[src/rtl/par_to_ser_mch.sv]
// Multi-channel DDR serializer: one parallel word per channel, shifted out
// LSB-first two bits per clk_5x cycle through a ddio_out pair per channel.

module par_to_ser_mch_ddio (
  input  logic outclock,
  input  logic datain_h,
  input  logic datain_l,
  output logic dataout
);

  logic h_q;
  logic l_q;

  // Both halves are captured on the outclock rising edge; high half is
  // driven while outclock is high, low half while it is low.
  always_ff @(posedge outclock) begin
    h_q <= datain_h;
    l_q <= datain_l;
  end

  assign dataout = outclock ? h_q : l_q;

endmodule

module par_to_ser_mch #(
  parameter int                CH_NUM  = 4,
  parameter int                DATA_W  = 10,
  parameter logic [DATA_W-1:0] TP_WORD = 10'b11111_00000
) (
  input  logic                     clk_5x,
  input  logic                     sys_rst_n,
  input  logic [CH_NUM*DATA_W-1:0] data_in,
  input  logic                     tp_en,
  input  logic [CH_NUM-1:0]        ch_en,
  input  logic [CH_NUM-1:0]        pol_inv,
  output logic                     load_stb,
  output logic [CH_NUM-1:0]        ser_p,
  output logic [CH_NUM-1:0]        ser_n
);

  localparam int RATIO = DATA_W / 2;
  localparam int CW    = (RATIO > 1) ? $clog2(RATIO) : 1;
  localparam logic [CW-1:0] CNT_MAX = CW'(RATIO - 1);

  if (((DATA_W % 2) != 0) || (DATA_W < 4)) begin : g_bad_w
    $error("par_to_ser_mch: DATA_W must be even and >= 4");
  end

  logic [CW-1:0]                   cnt;
  logic [CH_NUM-1:0][DATA_W-1:0]   word;
  logic [CH_NUM-1:0][RATIO-1:0]    rise_d;
  logic [CH_NUM-1:0][RATIO-1:0]    fall_d;
  logic [CH_NUM-1:0][RATIO-1:0]    rise_s;
  logic [CH_NUM-1:0][RATIO-1:0]    fall_s;
  logic                            clk_n;

  assign load_stb = (cnt == CNT_MAX);

  // Source select, then polarity, then enable mask: the mask always wins.
  always_comb begin
    word = '0;
    for (int k = 0; k < CH_NUM; k++) begin
      word[k] = tp_en ? TP_WORD : data_in[k*DATA_W +: DATA_W];
      if (pol_inv[k]) word[k] = ~word[k];
      if (!ch_en[k])  word[k] = '0;
    end
  end

  always_comb begin
    rise_d = '0;
    fall_d = '0;
    for (int k = 0; k < CH_NUM; k++) begin
      for (int i = 0; i < RATIO; i++) begin
        rise_d[k][i] = word[k][2*i];
        fall_d[k][i] = word[k][2*i+1];
      end
    end
  end

  always_ff @(posedge clk_5x or negedge sys_rst_n) begin
    if (!sys_rst_n) begin
      cnt    <= '0;
      rise_s <= '0;
      fall_s <= '0;
    end else begin
      cnt <= load_stb ? '0 : cnt + CW'(1);
      for (int k = 0; k < CH_NUM; k++) begin
        if (load_stb) begin
          rise_s[k] <= rise_d[k];
          fall_s[k] <= fall_d[k];
        end else begin
          rise_s[k] <= rise_s[k] >> 1;
          fall_s[k] <= fall_s[k] >> 1;
        end
      end
    end
  end

  assign clk_n = ~clk_5x;

  // Output registers have no reset; zeroed shifters flush them in one cycle.
  for (genvar k = 0; k < CH_NUM; k++) begin : g_ch
    par_to_ser_mch_ddio u_ddio_p (
      .outclock (clk_n),
      .datain_h (rise_s[k][0]),
      .datain_l (fall_s[k][0]),
      .dataout  (ser_p[k])
    );

    par_to_ser_mch_ddio u_ddio_n (
      .outclock (clk_n),
      .datain_h (~rise_s[k][0]),
      .datain_l (~fall_s[k][0]),
      .dataout  (ser_n[k])
    );
  end

endmodule

[config.mk]
export PLATFORM = sky130hd
export DESIGN_NAME = par_to_ser_mch
export DESIGN_NICKNAME = d
export VERILOG_FILES = /design/src/rtl/par_to_ser_mch.sv
export SDC_FILE = /design/constraint.sdc
export NUM_CORES = 1
export LEC_CHECK = 0
export CORE_MARGIN = 2
export CORE_UTILIZATION = 45
export DETAILED_ROUTE_END_ITERATION = 12
export PLACE_DENSITY = 0.79
export SYNTH_ARGS = -nofsm -noshare
export SYNTH_HDL_FRONTEND = slang
export SYNTH_SLANG_ARGS = --single-unit
[constraint.sdc]
create_clock -name clk_5x -period 1.4 [get_ports clk_5x]
set_clock_uncertainty 0.15 [all_clocks]
set_input_delay 0.21 -clock clk_5x [delete_from_list [all_inputs] [get_ports clk_5x]]
set_output_delay 0.21 -clock clk_5x [all_outputs]
set_load 0.005 [all_outputs]
==> results.cfg, run 1 <==
[cells_and_area]
fillCellCount = 393
finalInstanceArea_sq_um = 4150
final-seq-area_sq_um = 1400
nets = 403
area.growth.synth_to_final_pct = 56.9
multi_input_area_sq_um = 1390
diodes = 0
drive_above_1_share_pct = 33.8

[place]
io_buffers = 59
place_congestion = 0.722
place_area_sq_um = 3350
dp_slack_ns = -0.620
post-dp-hpwl_mm = 3.25

[worst_setup_path]
worstSetupPathType = flop to primary output
worstSetupStartpointType = flop
required_ns = 1.04
path_max_fanout = 1
crit_arrival_ns = 1.89
setup.worst_path.end_class = primary output

[logic_synthesis]
synth_area_leader_cell = dfrtp_1
syn_area_per_cell_sq_um = 10.1
yosysMostFrequentCell = dfrtp_1
async_flop_share_pct = 72.9
synth_area_sq_um = 2640
ys_ff_latch = 59
synth_warnings = 0
synth_edf_count = 0
syn-num-nets = 314
synth_area_leaders = dfrtp_1, dfxtp_1, xnor2_1
yosys-top-cells-count = dfrtp_1, nand2_1, o21ai_1, nor2_1
ys_seq_area_share_pct = 52.8
synth.distinct_cells = 20
synth_cells = 261
synth.top_cell.area_share_pct = 40.7
yosys_most_used_dff = dfrtp_1

[power_and_ir_drop]
cellPowerDensity_nw_per_um2 = 1230
power.leakage_uw = 0.00188
p_total_uw = 5090
peakVddDrop_mv = 0.920

[floorplanning]
std_cell_rows = 27
core_area_sq_um = 5570
die_height_um = 80.7
io_pins = 60
fp.dieW_um = 80.7
die-area_sq_um = 6500
initial_core_util_pct = 47.4

[status]
violations = setup timing
outcome = finished with violations

[detailed_routing]
drc = 0
first_pass_iters = 4
vias_per_cell = 4.76
vias = 2034
ant_nets = 0
wire_per_inst_um = 13.7
wl_mm = 5.85
drt_iter0_markers = 98

[sta]
drv_slew = 0
tightest_slew_ns = 0.440
fin_hold_ws_ns = 0.0982
slew_headroom_pct = 70.7
hold_viol = 0
rsz0062_at_grt = yes
setup_viol = 50
finalWorstSetupSlack_ns = -0.847

[global_route]
grt_max_degree = 41
overflow = 0
grt_pass1_vias = 2006
grt_first_pass_wirelength_mm = 8.18
antenna_found_initial = 0
track_usage_pct = 17.5

[flow_run]
maxCapViolCount = 0

[clock_network]
insertion_delay_ns = 0.44
cts_tree = done
clkSlewWorstSetupHoldPaths_ns = 0.08

[hold_path]
hold_class = primary input to asynchronous set/reset pin
per-stage QoR:
| stage | cells | setup TNS [ns] | util [%] |
|---|---|---|---|
| CTS | 421 | -6.90 | 68.6 |
| finish | 427 | -11.69 | 74.4 |
| global placement | 383 | -6.56 | 60.1 |
| global route | 427 | -13.13 | 74.4 |
| floorplan | 261 | -2.40 | - |
| detailed placement | 383 | -9.35 | 60.1 |
layout by cell type (no fill, tap or decap), types with 3 or more instances in the layout:
cell type        instances
clkdlybuf4s50_1         48
xnor2_1                 20
inv_1                   25
nor2_4                   5
nor2_1                  22
xor2_1                  20
dfrtp_1                 43
mux2_4                   6
clkbuf_8                13
nand2_1                 32
buf_2                    3
dfxtp_1                 15
buf_12                  11
o21ai_2                 29
clkbuf_16                4
buf_6                   10
nor2b_2                 15
nor2b_1                  5
nand2_8                  7
state kept, by name, indices dropped and copies added, names as in the netlist:
register / cells
rise_s: 20
g_ch.u_ddio_p.h_q: 4
g_ch.u_ddio_n.h_q: 4
g_ch.u_ddio_p.l_q: 4
fall_s: 20
cnt: 3
g_ch.u_ddio_n.l_q: 4
cell type report:
type,instances,area share [%]
well taps,72,2.17
clock buffers,24,8.14
clock inverters,20,1.96
repair buffers,68,19.3
multi-input cells,173,33.6
inverters,11,1.12
flip-flops and latches,59,33.7
layer usage:
layer  track usage (%)  vias up  wire, um
met5                 0        -         0
met4              18.5        0       170
met3              5.17       14       286
met2              27.2       50      3050
met1              18.1      986      2340
li1                  -      984         -
report_power, final:
group | internal (uW) | switching (uW)
logic | 321 | 259
clock network | 1640 | 1080
registers | 1760 | 18.2
total | 3730 | 1360
critical path, cell delays in order (launching register included):
cell and delay [ns]:
dfxtp_2 0.31, mux2_4 0.27, buf_6 0.11
repair_timing:
item | CTS | global route
endpoints found under the hold margin | 43 | 0
hold buffers | 1 | 0
endpoints found under the setup margin | 49 | 49
gates cloned | 0 | 4
gates resized for setup | 68 | 59
buffers inserted | 6 | 5
pin swaps | 0 | 37
cell families (layout without fill, tap and decap cells):
group | count (synthesis) | count (layout) | synth area share, %
mux | 9 | 9 | 3.79
compound gates | 32 | 32 | 6.06
flops | 59 | 59 | 52.8
buf+inv | 32 | 123 | 7.29
fa+ha+maj | 2 | 2 | 0.946
simple gates | 87 | 90 | 15.9
xor+xnor | 40 | 40 | 13.3
worst paths after layout:
| kind | from | to | slack [ns] | cells past startpoint |
|---|---|---|---|---|
| min | sys_rst_n | rise_s[5]$_DFF_PN0_ | 0.1 | 2 |
| min in group clk_5x | tp_en | fall_s[14]$_DFF_PN0_ | 0.23 | 5 |
| max reg2reg | cnt[1]$_DFF_PN0_ | rise_s[18]$_DFF_PN0_ | -0.14 | 9 |
| max | g_ch[2].u_ddio_n.h_q$_DFF_N_ | ser_n[2] | -0.85 | 2 |
| min reg2reg | fall_s[7]$_DFF_PN0_ | fall_s[6]$_DFF_PN0_ | 0.30 | 2 |
| max in group asynchronous | sys_rst_n | fall_s[2]$_DFF_PN0_ | 0.52 | 3 |
No activity file was read; power rests on OpenSTA's default activity.
==> inputs of run 2 (changes only) <==
--- a/config.mk
+++ b/config.mk
@@ -9,6 +9,7 @@
 export CORE_UTILIZATION = 45
 export DETAILED_ROUTE_END_ITERATION = 12
 export PLACE_DENSITY = 0.79
+export SLEW_MARGIN = 0
 export SYNTH_ARGS = -nofsm -noshare
 export SYNTH_HDL_FRONTEND = slang
 export SYNTH_SLANG_ARGS = --single-unit
==> results of run 2 <==
Final layout, timing and power as in run 1 (identical DEF).
